===== src/rtl/tea_pkg.sv =====
// Shared constants, state type and counter helpers for the TEA sequencer.
package tea_pkg;

    localparam int unsigned ROUNDS = 32;
    localparam logic [31:0] DELTA  = 32'h9E3779B9;
    localparam int unsigned KEY_W  = 128;
    localparam int unsigned BLK_W  = 64;
    localparam int unsigned CNT_W  = $clog2((KEY_W > BLK_W) ? KEY_W : BLK_W);
    localparam int unsigned RND_W  = $clog2(ROUNDS);

    typedef enum logic [2:0] {
        StIdle,
        StKeyRx,
        StBlkRx,
        StLoad,
        StRound,
        StCapture,
        StTx
    } tea_state_e;

    // Terminal value of the bit counter for a transfer of n bits.
    function automatic logic [CNT_W-1:0] last_bit(input int unsigned n);
        return CNT_W'(n - 1);
    endfunction

endpackage


===== src/rtl/tea_shift_reg.sv =====
// Shift register: serial-in at the LSB, parallel load, MSB-first serial out via q_o.
module tea_shift_reg #(
    parameter int unsigned Width = 64
) (
    input  logic             clk_i,
    input  logic             rst_i,
    input  logic             load_i,
    input  logic             shift_i,
    input  logic             sin_i,
    input  logic [Width-1:0] pdata_i,
    output logic [Width-1:0] q_o
);

    logic [Width-1:0] q_q;

    always_ff @(posedge clk_i or posedge rst_i) begin
        if (rst_i) begin
            q_q <= '0;
        end else if (load_i) begin
            q_q <= pdata_i;
        end else if (shift_i) begin
            q_q <= {q_q[Width-2:0], sin_i};
        end
    end

    assign q_o = q_q;

endmodule


===== src/rtl/tea_seq_ctrl.sv =====
// TEA sequencer: serial key/block reception, round strobes with running sum, serial result return.
module tea_seq_ctrl
    import tea_pkg::*;
(
    input  logic             i_clk,
    input  logic             i_rst,
    input  logic             i_key_update,
    input  logic             i_calculate,
    input  logic             i_rx,
    output logic             o_tx,
    output logic             o_ready,
    output logic [KEY_W-1:0] o_key,
    output logic [BLK_W-1:0] o_blk,
    output logic             o_dp_load,
    output logic             o_dp_step,
    output logic [31:0]      o_dp_sum,
    input  logic [BLK_W-1:0] i_dp_result
);

    tea_state_e       state_q;
    logic [CNT_W-1:0] bit_cnt_q;
    logic [RND_W-1:0] round_cnt_q;
    logic [31:0]      sum_q;

    logic [KEY_W-1:0] rx_q;
    logic [KEY_W-1:0] rx_next;
    logic [BLK_W-1:0] tx_q;
    logic             rx_shift;
    logic             tx_load;
    logic             tx_shift;

    logic             unused_rx_msb;
    logic [BLK_W-2:0] unused_tx_lsbs;

    assign rx_shift = (state_q == StKeyRx) || (state_q == StBlkRx);
    assign tx_load  = (state_q == StCapture);
    assign tx_shift = (state_q == StTx);

    // Value the RX register holds after this edge; lets the final bit commit in the same cycle.
    assign rx_next = {rx_q[KEY_W-2:0], i_rx};

    tea_shift_reg #(
        .Width (KEY_W)
    ) u_rx_sr (
        .clk_i   (i_clk),
        .rst_i   (i_rst),
        .load_i  (1'b0),
        .shift_i (rx_shift),
        .sin_i   (i_rx),
        .pdata_i ('0),
        .q_o     (rx_q)
    );

    tea_shift_reg #(
        .Width (BLK_W)
    ) u_tx_sr (
        .clk_i   (i_clk),
        .rst_i   (i_rst),
        .load_i  (tx_load),
        .shift_i (tx_shift),
        .sin_i   (1'b0),
        .pdata_i (i_dp_result),
        .q_o     (tx_q)
    );

    assign o_tx           = tx_shift && tx_q[BLK_W-1];
    assign o_dp_sum       = sum_q;
    assign unused_rx_msb  = rx_q[KEY_W-1];
    assign unused_tx_lsbs = tx_q[BLK_W-2:0];

    always_ff @(posedge i_clk or posedge i_rst) begin
        if (i_rst) begin
            state_q     <= StIdle;
            o_ready     <= 1'b1;
            o_dp_load   <= 1'b0;
            o_dp_step   <= 1'b0;
            o_key       <= '0;
            o_blk       <= '0;
            sum_q       <= '0;
            bit_cnt_q   <= '0;
            round_cnt_q <= '0;
        end else begin
            o_dp_load <= 1'b0;
            unique case (state_q)
                StIdle: begin
                    bit_cnt_q <= '0;
                    // Key update has priority; a simultaneous calculate request is dropped.
                    if (i_key_update) begin
                        state_q <= StKeyRx;
                        o_ready <= 1'b0;
                    end else if (i_calculate) begin
                        state_q <= StBlkRx;
                        o_ready <= 1'b0;
                    end
                end
                StKeyRx: begin
                    bit_cnt_q <= bit_cnt_q + 1'b1;
                    if (bit_cnt_q == last_bit(KEY_W)) begin
                        o_key     <= rx_next;
                        bit_cnt_q <= '0;
                        o_ready   <= 1'b1;
                        state_q   <= StIdle;
                    end
                end
                StBlkRx: begin
                    bit_cnt_q <= bit_cnt_q + 1'b1;
                    if (bit_cnt_q == last_bit(BLK_W)) begin
                        o_blk     <= rx_next[BLK_W-1:0];
                        o_dp_load <= 1'b1;
                        bit_cnt_q <= '0;
                        state_q   <= StLoad;
                    end
                end
                StLoad: begin
                    sum_q       <= DELTA;
                    round_cnt_q <= '0;
                    o_dp_step   <= 1'b1;
                    state_q     <= StRound;
                end
                StRound: begin
                    sum_q       <= sum_q + DELTA;
                    round_cnt_q <= round_cnt_q + 1'b1;
                    if (round_cnt_q == RND_W'(ROUNDS - 1)) begin
                        o_dp_step <= 1'b0;
                        state_q   <= StCapture;
                    end
                end
                StCapture: begin
                    bit_cnt_q <= '0;
                    state_q   <= StTx;
                end
                StTx: begin
                    bit_cnt_q <= bit_cnt_q + 1'b1;
                    if (bit_cnt_q == last_bit(BLK_W)) begin
                        bit_cnt_q <= '0;
                        o_ready   <= 1'b1;
                        state_q   <= StIdle;
                    end
                end
                default: begin
                    state_q <= StIdle;
                end
            endcase
        end
    end

endmodule


===== config.mk =====
export PLATFORM = sky130hd
export DESIGN_NAME = tea_seq_ctrl
export DESIGN_NICKNAME = d
export VERILOG_FILES = /design/src/rtl/tea_pkg.sv /design/src/rtl/tea_shift_reg.sv /design/src/rtl/tea_seq_ctrl.sv
export SDC_FILE = /design/constraint.sdc
export NUM_CORES = 1
export LEC_CHECK = 0
export CORE_MARGIN = 4
export CORE_UTILIZATION = 40
export DETAILED_ROUTE_END_ITERATION = 12
export GPL_TIMING_DRIVEN = 0
export PLACE_DENSITY = 0.62
export SYNTH_ARGS = -nofsm -noshare
export SYNTH_HDL_FRONTEND = slang
export SYNTH_HIERARCHICAL = 1
export SYNTH_SLANG_ARGS = --single-unit

===== constraint.sdc =====
create_clock -name i_clk -period 8.55 [get_ports i_clk]
set_input_delay 2.565 -clock i_clk [delete_from_list [all_inputs] [get_ports i_clk]]
set_output_delay 2.565 -clock i_clk [all_outputs]
set_load 0.005 [all_outputs]

Yosys cells after proc, flatten, opt, wreduce, memory -nomap -nowiden
Cells that the tools add are included.
{ "word_totals": {"ff_bits": 433, "word_cells": 65, "in_bits": 69, "output_inout_bits": 228} }
{ "op_classes": {"mux": 23, "n_addsub": 3, "n_reduce_logical": 14, "n_eq_ne": 14} }
{ "op_table": {"columns": ["op", "count"], "rows": [
  ["2-to-1 mux 64 bit", 2],
  ["case mux 32 bit (2 select lines)", 1],
  ["adder 32 bit (second input constant)", 1],
  ["case mux 3 bit (7 select lines)", 1],
  ["case mux 7 bit (3 select lines)", 1],
  ["2-to-1 mux 3 bit", 6],
  ["2-to-1 mux 7 bit", 2],
  ["case mux 5 bit (2 select lines)", 1],
  ["equality test 3 bit (second input constant)", 3],
  ["adder 7 x 1 -> 7 bit (second input constant)", 1],
  ["equality test 7 x 6 -> 1 bit (second input constant)", 1],
  ["equality test 7 bit (second input constant)", 1],
  ["2-to-1 mux 1 bit", 7],
  ["equality test 3 x 2 -> 1 bit (second input constant)", 2],
  ["!= test 2 x 1 -> 1 bit (second input constant)", 3],
  ["AND reduction 2 bit", 3],
  ["nonzero test 3 bit", 2],
  ["adder 5 x 1 -> 5 bit (second input constant)", 1],
  ["equality test 5 bit (second input constant)", 1],
  ["AND reduction 5 bit", 1],
  ["AND reduction 4 bit", 1],
  ["nonzero test 2 bit", 2],
  ["OR reduction 2 bit", 2],
  ["equality test 3 x 1 -> 1 bit (second input constant)", 1],
  ["7 further kinds", 7]
]} }

Longest topological paths before layout
Gate-level depths: netlist of run 1.
{ "depth": {"ltp_word": 3, "ltp_mapped": 8, "depth_no_buf": 7} }

Modules after synthesis
The synthesis of run 1 kept the hierarchy.
{ "modules_own_cells": {"columns": ["module", "n_inst", "cells_per_inst", "area_each_um2", "seq_area_each_um2"], "rows": [
  ["tea_seq_ctrl", 1, 753, 10151.0, 6057.1],
  ["tea_shift_reg at u_rx_sr", 1, 555, 5952.0, 3203.1],
  ["tea_shift_reg at u_tx_sr", 1, 278, 2971.6, 1601.5]
]} }

Worst setup path before layout of run 1
OpenSTA, ideal clock, no wires.
{ "synth_timing": {"path_kind": "input to register", "start": "in i_key_update", "end": "reg state_q[2]", "cell_stages": 4, "setup_time_ns": 0.126, "arrival_ns": 3.494, "path_buffers": 0, "required_ns": 8.424, "path_slack_ns": 4.930, "path_cell_list": "or2_2 -> a221oi_1 -> a21oi_1 -> o32a_1"} }
{ "synth_via": {"elab_chain_cells": 2, "elab_cells_between_ends": 4, "cone_classes": "eq/ne: 1; mux: 2; reduce/logical: 1"} }
{ "synth_lines": {"columns": ["element", "line", "source"], "rows": [
  ["start, declared", "tea_seq_ctrl.sv:7", "input logic i_key_update,"],
  ["2-to-1 mux 3 bit or != test 3 bit (tied branches)", null, null],
  ["case mux 3 bit (7 select lines) or AND reduction 5 bit (tied branches)", null, null],
  ["end signal, assigned", "tea_seq_ctrl.sv:89", "state_q <= StKeyRx;"],
  ["end signal, assigned", "tea_seq_ctrl.sv:92", "state_q <= StBlkRx;"],
  ["end signal, assigned", "tea_seq_ctrl.sv:102", "state_q <= StIdle;"],
  ["end, declared", "tea_seq_ctrl.sv:20", "tea_state_e state_q;"]
]} }
Several ways; a longest one is shown, not always the timed one.
A chain may end at the register's enable or synchronous reset.

Final worst setup path of run 1
{ "layout_timing": {"start": "reg state_q[1]", "end": "out o_tx"} }
{ "layout_via": {"elab_chain_cells": 2} }
{ "layout_lines": {"columns": ["element", "line", "source"], "rows": [
  ["start signal, assigned", "tea_seq_ctrl.sv:73", "state_q <= StIdle;"],
  ["start signal, assigned", "tea_seq_ctrl.sv:89", null],
  ["start signal, assigned", "tea_seq_ctrl.sv:92", null],
  ["equality test 3 bit", "tea_seq_ctrl.sv:37", "assign tx_shift = (state_q == StTx);"],
  ["net tx_shift", "tea_seq_ctrl.sv:30", "logic tx_shift;"],
  ["logical AND 1 bit", "tea_seq_ctrl.sv:66", "assign o_tx = tx_shift && tx_q[BLK_W-1];"],
  ["end, declared", "tea_seq_ctrl.sv:10", "output logic o_tx,"]
]} }
The timed path passes the listed nets, and every way through them passes these cells.

==> flow_metrics.py, run 1 <==
metrics = {
    "sta": {
        "fmax_ghz": 0.202,
        "min_period_ns": 4.95,
        "worst_pin_slew_ns": 0.989,
        "skew_ns": 0.0214,
        "drv_slew": 0,
        "period_share_pct": 57.9,
        "setup_tns_ns": 0,
        "rsz0062_at_grt": "false",
        "hold_viol_final": 0,
        "maxSlewHeadroom_pct": 34.0,
        "setup_viol": 0,
    },
    "setup_path": {
        "required_ns": 5.99,
        "rr_worst_depth": 8,
        "crit_path_start_kind": "flip-flop",
        "critical-path-top-delay-family": "buffers and inverters",
        "path_cells": "buf_2 -> nand2_1 -> nor2_1 -> and2_1 -> clkdlybuf4s50_1",
        "path_class": "flip-flop to primary output",
        "cp_slowest_stage_delay_ns": 0.53,
        "crit_arrival_ns": 2.39,
        "worstPathMaxFanout": 10,
        "end_kind": "primary output",
        "path_depth": 5,
        "cpMaxStageDelayCell": "clkdlybuf4s50_1",
        "reg2reg_slack_ns": 5.42,
        "path_buf_inv": 2,
    },
    "routing": {
        "wl_per_cell_um": 17.9,
        "routed_wl_um": 48600,
        "viasPerCell": 4.96,
        "drtAntennaViolNets": 0,
        "drt_iter0_drc": 585,
        "vias": 13500,
        "remaining_drc_errors": 0,
        "drt_first_pass_iters": 6,
    },
    "flow_run": {
        "cap_violations": 0,
    },
    "global_route": {
        "grt_overflow_total": 0,
        "grt.met3_usage_pct": 5.59,
        "use_met2_pct": 30.8,
        "grt_pass1_vias": 14000,
        "grt_max_degree": 90,
        "grt-busiest-layer": "met2",
        "grt_use_total_pct": 19.0,
        "antenna_found_initial": 0,
        "grt_pass1_wl_um": 78100,
        "use_met1_pct": 24.7,
    },
    "floorplan": {
        "io_pins": 297,
        "die_height_um": 226,
        "start_util_pct": 40.7,
        "row_count": 79,
        "die-area_um2": 51100,
        "die_w_um": 226,
        "coreArea_um2": 46800,
    },
    "place": {
        "portBuffers": 296,
        "dp.cells": 2625,
        "dp_hpwl_um": 34600,
        "gp_congestion": 0.854,
        "placed_area_um2": 23400,
    },
    "cells_and_area": {
        "drive_gt1_share_pct": 8.51,
        "fin_util_pct": 53.6,
        "postLayoutCellArea_um2": 25000,
        "diodes": 0,
        "fin_cells": 2711,
        "final_common_cell": "dfrtp_1",
        "final_cell_mix": "dfrtp_1 (432), clkdlybuf4s50_1 (296), nand2_1 (223)",
        "fin_nets": 2142,
        "area_delta_synth_final_pct": 31.6,
    },
    "synth": {
        "synthCells": 1582,
        "syn_avg_cell_area_um2": 12.0,
        "yosys_warnings": 6,
        "syn_area_um2": 19000,
    },
    "cts": {
        "ctsHoldBuffers": 0,
        "clockBufferDepth": 3,
        "cts_tree": "done",
        "postCtsSetupRepairBufs": 0,
        "clk_latency_ns": 0.59,
        "numCtsBuffers": 48,
        "cts_resized": 0,
        "clockRootBuffer": "clkbuf_16",
        "htreeDepth": 2,
        "path_clk_slew_ns": 0.06,
        "cts_sinks": 433,
    },
    "hold_path": {
        "min_path_type": "flip-flop to flip-flop",
        "whs_path_depth": 1,
    },
    "power_and_ir_drop": {
        "power_w": 0.00447,
        "leakage_nw": 11.3,
        "ir_drop_mv": 0.147,
        "p_per_area_nw_per_um2": 179,
    },
    "status": {
        "status": "finished clean",
    },
}
==> sequential cells by signal (all words and copies together), names as in the netlist <==
signal and flops:
o_dp_step 1, o_key 128, u_rx_sr/q_o 127, state_q 3, round_cnt_q 5, u_tx_sr/q_o 64
o_blk 64, o_ready 1, bit_cnt_q 7, o_dp_sum 32, o_dp_load 1
==> through the flow <==
step / hold slack [ns] / worst slack, ns
2_1_floorplan: 0.449 / 2.60
3_3_place_gp: 0.468 / 0.302
3_5_place_dp: 0.474 / 4.22
4_1_cts: 0.488 / 3.56
5_1_grt: 0.499 / 3.47
6_report: 0.486 / 3.60
==> path summary, 6_finish.rpt <==
kind | startpoint | endpoint
setup / recovery | state_q[1] | o_tx
hold / removal | o_blk[0] | o_blk[0]
setup reg to reg | bit_cnt_q[0] | o_key[42]
hold reg to reg | o_blk[0] | o_blk[0]
max in group asynchronous | i_rst | o_key[90]
min in group asynchronous | i_rst | o_blk[25]
==> layer usage <==
layer	share of wire (%)	vias up	wire, µm
li1	-	6420	-
met1	43	6666	20900
met2	47	295	23000
met3	7.3	72	3530
met4	2.4	0	1190
met5	0	-	0
==> cell type report <==
cell class	count	area, µm²
clock buffers	70	1440
repair buffers	305	3160
plain buffers	107	717
well taps	607	759
fillers	4092	21700
clock inverters	16	163
multi-input cells	1162	7930
flip-flops and latches	433	10800
inverters	11	50.0
==> power breakdown <==
part | leakage [nW] | internal, W | total (W) | switching (W)
Sequential | 5.56 | 0.00212 | 0.00218 | 0.0000629
Clock | 0.798 | 0.00123 | 0.00208 | 0.000851
Combinational | 4.99 | 0.0000928 | 0.000211 | 0.000118
Note: power is estimated with default switching activity, not from simulation.
==> inputs of run 2 (changes only) <==
--- a/config.mk
+++ b/config.mk
@@ -9,7 +9,7 @@
 export CORE_UTILIZATION = 40
 export DETAILED_ROUTE_END_ITERATION = 12
 export GPL_TIMING_DRIVEN = 0
-export PLACE_DENSITY = 0.62
+export PLACE_DENSITY = 0.59
 export SYNTH_ARGS = -nofsm -noshare
 export SYNTH_HDL_FRONTEND = slang
 export SYNTH_HIERARCHICAL = 1
==> constraint.sdc (replaced) <==
create_clock -name i_clk -period 5 [get_ports i_clk]
set_input_delay 1.5 -clock i_clk [delete_from_list [all_inputs] [get_ports i_clk]]
set_output_delay 1.5 -clock i_clk [all_outputs]
set_load 0.005 [all_outputs]
==> run 2 against run 1 <==
  * Worst hold slack got worse by 0.0016 ns
  * Die area unchanged
  * Sequential share of layout area about the same
  * Cell count about the same
  * Clock skew decreased by 0.012 ns
  * Utilization about the same
  * Combinational power increased by 70%
  * Clock power increased by 75%
  * Worst setup slack got worse by 2.4 ns
  * Critical endpoint unchanged
==> flow_metrics.py, run 2 (same netlist as run 1, synthesis figures left out) <==
metrics = {
    "routing": {
        "routed_wl_um": 48300,
        "wl_per_cell_um": 17.8,
        "drtAntennaViolNets": 0,
        "vias": 13500,
        "remaining_drc_errors": 0,
        "drt_first_pass_iters": 5,
        "viasPerCell": 4.97,
        "drt_iter0_drc": 598,
    },
    "power_and_ir_drop": {
        "power_w": 0.00773,
        "p_per_area_nw_per_um2": 309,
        "ir_drop_mv": 0.237,
        "leakage_nw": 11.3,
    },
    "cells_and_area": {
        "drive_gt1_share_pct": 8.32,
        "area_delta_synth_final_pct": 31.7,
        "diodes": 0,
        "regArea_um2": 10800,
        "fin_cells": 2710,
        "n_fill_cell": 4145,
        "fin_nets": 2140,
        "regMostFlops": "o_key",
        "final_cell_mix": "dfrtp_1 (432), clkdlybuf4s50_1 (296), nand2_1 (223)",
        "largest_reg_flops": 128,
        "final_common_cell": "dfrtp_1",
        "multi_input_comb_area_um2": 7930,
    },
    "cts": {
        "clk_latency_ns": 0.58,
        "cts_resized": 0,
        "clockBufferDepth": 3,
        "numCtsBuffers": 47,
        "path_clk_slew_ns": 0.06,
        "clockRootBuffer": "clkbuf_16",
        "postCtsSetupRepairBufs": 0,
        "htreeDepth": 2,
        "ctsHoldBuffers": 0,
        "cts_sinks": 433,
        "cts_tree": "done",
    },
    "global_route": {
        "antenna_found_initial": 0,
        "grt_pass1_vias": 13800,
        "grt_pass1_wl_um": 77000,
        "grt_max_degree": 91,
        "grt_overflow_total": 0,
        "grt_use_total_pct": 18.7,
    },
    "flow_run": {
        "cap_violations": 0,
    },
    "floorplan": {
        "die-area_um2": 51100,
        "start_util_pct": 40.7,
        "io_pins": 297,
        "row_count": 79,
        "die_height_um": 226,
        "die_w_um": 226,
        "coreArea_um2": 46800,
    },
    "setup_path": {
        "end_kind": "primary output",
        "crit_path_start_kind": "flip-flop",
        "crit_arrival_ns": 2.28,
        "path_class": "flip-flop to primary output",
        "regToRegEndpoint": "o_key[53]",
        "rr_worst_depth": 8,
        "reg2reg_slack_ns": 1.94,
        "critical-path-top-delay-family": "buffers and inverters",
        "required_ns": 3.50,
        "r2r-start": "bit_cnt_q[0]",
        "cpMaxStageDelayCell": "clkdlybuf4s50_1",
        "cp_slowest_stage_delay_ns": 0.55,
        "path_buf_inv": 2,
        "worstPathMaxFanout": 10,
        "path_cells": "buf_2 -> nand2_1 -> nor2_1 -> and2_1 -> clkdlybuf4s50_1",
    },
    "place": {
        "dp_hpwl_um": 34200,
        "portBuffers": 296,
        "gp_congestion": 0.868,
        "dp.cells": 2624,
        "dp_slack_ns": 1.53,
    },
    "sta": {
        "maxSlewHeadroom_pct": 42.3,
        "period_share_pct": 75.6,
        "fmax_ghz": 0.265,
        "skew_ns": 0.00918,
        "rsz0062_at_grt": "false",
        "drv_slew": 0,
        "hold_viol_final": 0,
        "whs_ns": 0.484,
        "setup_ws_ns": 1.22,
        "setup_viol": 0,
        "worst_pin_slew_ns": 0.866,
        "min_period_ns": 3.78,
    },
    "hold_path": {
        "hold_end": "o_blk[37]",
        "holdCritStartpoint": "o_blk[37]",
        "min_path_type": "flip-flop to flip-flop",
        "whs_path_depth": 1,
    },
    "status": {
        "status": "finished clean",
    },
}
==> run 2: cell count changes in the layout (fill, tap and decap cells not counted), sizes merged <==
cell	before	now
clkbuf	115	117
inv	12	11
buf	71	70
clkinv	11	7
bufinv	2	5
==> run 2: per-layer routing <==
metal / vias up / wire length (µm) / track usage, %
met5: - / 0 / 0
met4: 0 / 994 / 5.05
met3: 72 / 3290 / 5.25
met2: 300 / 22600 / 30.1
met1: 6664 / 21400 / 25.2
li1: 6441 / - / -
==> run 2: how the worst max path moves through the flow <==
stage / startpoint / endpoint / cells after the start
2_1_floorplan: i_rst / u_rx_sr/q_o[0] / 1
3_3_place_gp: i_rst / u_rx_sr/q_o[85] / 2
3_5_place_dp: i_rst / o_key[58] / 5
4_1_cts: state_q[1] / o_tx / 5
5_1_grt: state_q[0] / o_tx / 5
6_report: state_q[1] / o_tx / 5
==> run 2: worst register-to-register path: stages (launching register included) <==
cell and delay [ns]:
dfrtp_1 0.40, ha_1 0.23, and3_1 0.18, buf_2 0.14, and4_1 0.26, nand2_1 0.21
clkbuf_1 0.69, buf_2 0.46, mux2_1 0.37
==> run 2: final cells by class <==
cell class	count	area share [%]
clock inverter	14	0.864
timing repair buffer	304	12.5
clock buffer	72	5.67
multi-input combinational	1162	31.6
buffer	107	2.86
sequential	433	43.2
inverter	11	0.200
tap	607	3.03
==> run 2: stage by stage <==
step / util (%) / TNS [ns] / area, µm²
2_1_floorplan: - / 0 / 19500
3_3_place_gp: 49.7 / -702.30 / 23200
3_5_place_dp: 50.1 / 0 / 23400
4_1_cts: 53.6 / 0 / 25100
5_1_grt: 53.6 / 0 / 25100
6_report: 53.6 / 0 / 25100
==> run 2: power breakdown <==
part,internal (W),leakage [nW],switching (W)
Sequential,0.00362,5.56,0.000109
Combinational,0.000157,4.98,0.000201
Clock,0.00222,0.804,0.00143
Total,0.00600,11.3,0.00174
==> inputs of run 3 (changes only) <==
==> constraint.sdc (replaced) <==
create_clock -name i_clk -period 3.97 [get_ports i_clk]
set_input_delay 1.191 -clock i_clk [delete_from_list [all_inputs] [get_ports i_clk]]
set_output_delay 1.191 -clock i_clk [all_outputs]
set_load 0.005 [all_outputs]
==> run 3 against run 2 <==
  * Register-to-register slack got worse by 0.96 ns
  * Sequential power is 26% higher
  * Sequential cell count stayed put
  * Utilization is essentially flat
  * Highest routed layer unchanged
==> flow_metrics.py, run 3 (same netlist as run 1, synthesis figures left out) <==
metrics = {
    "status": {
        "status": "finished clean",
    },
    "cts": {
        "cts_sinks": 433,
        "clockRootBuffer": "clkbuf_16",
        "htreeDepth": 2,
        "cts_resized": 0,
        "numCtsBuffers": 49,
        "clk_latency_ns": 0.58,
        "clockBufferDepth": 3,
        "cts_tree": "done",
        "postCtsSetupRepairBufs": 0,
        "path_clk_slew_ns": 0.05,
        "ctsHoldBuffers": 0,
    },
    "setup_path": {
        "reg2reg_slack_ns": 0.98,
        "r2r-start": "bit_cnt_q[0]",
        "required_ns": 2.78,
        "end_kind": "primary output",
        "rr_worst_depth": 8,
        "regToRegEndpoint": "o_key[51]",
        "path_class": "flip-flop to primary output",
        "path_cells": "buf_2 -> nand2_1 -> nor2_1 -> and2_1 -> clkdlybuf4s50_1",
        "crit_arrival_ns": 2.28,
        "worstPathMaxFanout": 10,
        "cpMaxStageDelayCell": "clkdlybuf4s50_1",
        "crit_path_start_kind": "flip-flop",
        "cp_slowest_stage_delay_ns": 0.53,
    },
    "power_and_ir_drop": {
        "p_per_area_nw_per_um2": 383,
        "leakage_nw": 11.3,
        "ir_drop_mv": 0.287,
    },
    "sta": {
        "drv_slew": 0,
        "fmax_ghz": 0.288,
        "hold_viol_final": 0,
        "period_share_pct": 87.5,
        "worst_pin_slew_ns": 0.822,
        "maxSlewHeadroom_pct": 45.2,
        "setup_tns_ns": 0,
        "min_period_ns": 3.47,
        "setup_viol": 0,
        "skew_ns": 0.0106,
        "rsz0062_at_grt": "false",
    },
    "global_route": {
        "grt_use_total_pct": 19.0,
        "grt_pass1_vias": 14200,
        "grt_max_degree": 42,
        "grt_overflow_total": 0,
        "antenna_found_initial": 0,
        "grt_pass1_wl_um": 78700,
    },
    "floorplan": {
        "die_w_um": 226,
        "io_pins": 297,
        "die-area_um2": 51100,
        "row_count": 79,
        "coreArea_um2": 46800,
        "start_util_pct": 40.7,
        "die_height_um": 226,
    },
    "hold_path": {
        "min_path_type": "flip-flop to flip-flop",
        "holdCritStartpoint": "o_blk[40]",
        "hold_end": "o_blk[40]",
        "whs_path_depth": 1,
    },
    "routing": {
        "drtAntennaViolNets": 0,
        "routed_wl_um": 48300,
        "drt_first_pass_iters": 7,
        "remaining_drc_errors": 0,
        "viasPerCell": 4.91,
        "vias": 13300,
        "drt_iter0_drc": 702,
        "wl_per_cell_um": 17.8,
    },
    "cells_and_area": {
        "fin_nets": 2144,
        "area_delta_synth_final_pct": 31.6,
        "largest_reg_flops": 128,
        "final_cell_mix": "dfrtp_1 (432), clkdlybuf4s50_1 (296), nand2_1 (223)",
        "drive_gt1_share_pct": 8.30,
        "final_common_cell": "dfrtp_1",
        "postLayoutCellArea_um2": 25000,
        "regMostFlops": "o_key",
        "diodes": 0,
        "fin_util_pct": 53.5,
    },
    "flow_run": {
        "cap_violations": 0,
    },
    "place": {
        "gp_congestion": 0.863,
        "dp_hpwl_um": 34700,
        "portBuffers": 296,
        "placed_area_um2": 23500,
    },
}
run 3: changes by cell type in the layout (fill, tap and decap cells not counted), moves of 2 or more:
cell	delta
bufinv_16	-3
buf_12	+3
clkinvlp_4	+2
clkbuf_8	-2
clkbuf_1	+5
run 3: area by class of cell:
class	instances	area (µm²)
plain buffers	107	717
clock buffers	76	1440
clock inverters	13	146
fillers	4117	21700
inverters	11	48.8
multi-input cells	1162	7930
flip-flops and latches	433	10800
well taps	607	759
repair buffers	306	3160
run 3: metrics by stage:
stage	cells	total power, W	hold WS (ns)	setup WS, ns
finish	2715	0.00958	0.484	0.495
global route	2715	0.0100	0.497	0.387
CTS	2715	0.00972	0.487	0.451
detailed placement	2626	0.00522	0.474	0.839
global placement	2616	0.00518	0.469	-2.55
floorplan	1713	0.00501	0.449	-0.396
run 3: per-layer routing:
layer	routed length, µm	global-route usage, %
met5	0	0
met4	850	4.89
met3	3060	5.23
met2	22700	30.9
met1	21800	25.4
run 3: report_power, final:
part           internal (W)  leakage (nW)  switching (W)
sequential          0.00457          5.56       0.000136
clock               0.00262         0.772        0.00180
combinational      0.000200          4.99       0.000255
total               0.00739          11.3        0.00219
run 3: how the worst max path moves through the flow:
stage,start,to,slack (ns)
after global routing,state_q[0],o_tx,0.39
final,state_q[1],o_tx,0.50
after floorplan,i_rst,bit_cnt_q[0],-0.40
after global placement,i_rst,o_key[84],-2.55
after detailed placement,i_rst,o_key[54],0.84
after CTS,state_q[1],o_tx,0.45
run 3: critical path, delay by kind of cell (launching register included):
family / cells / cell delay [ns]
buffers and inverters: 2 / 0.77
and+or+nand+nor: 3 / 0.53
DFF: 1 / 0.42
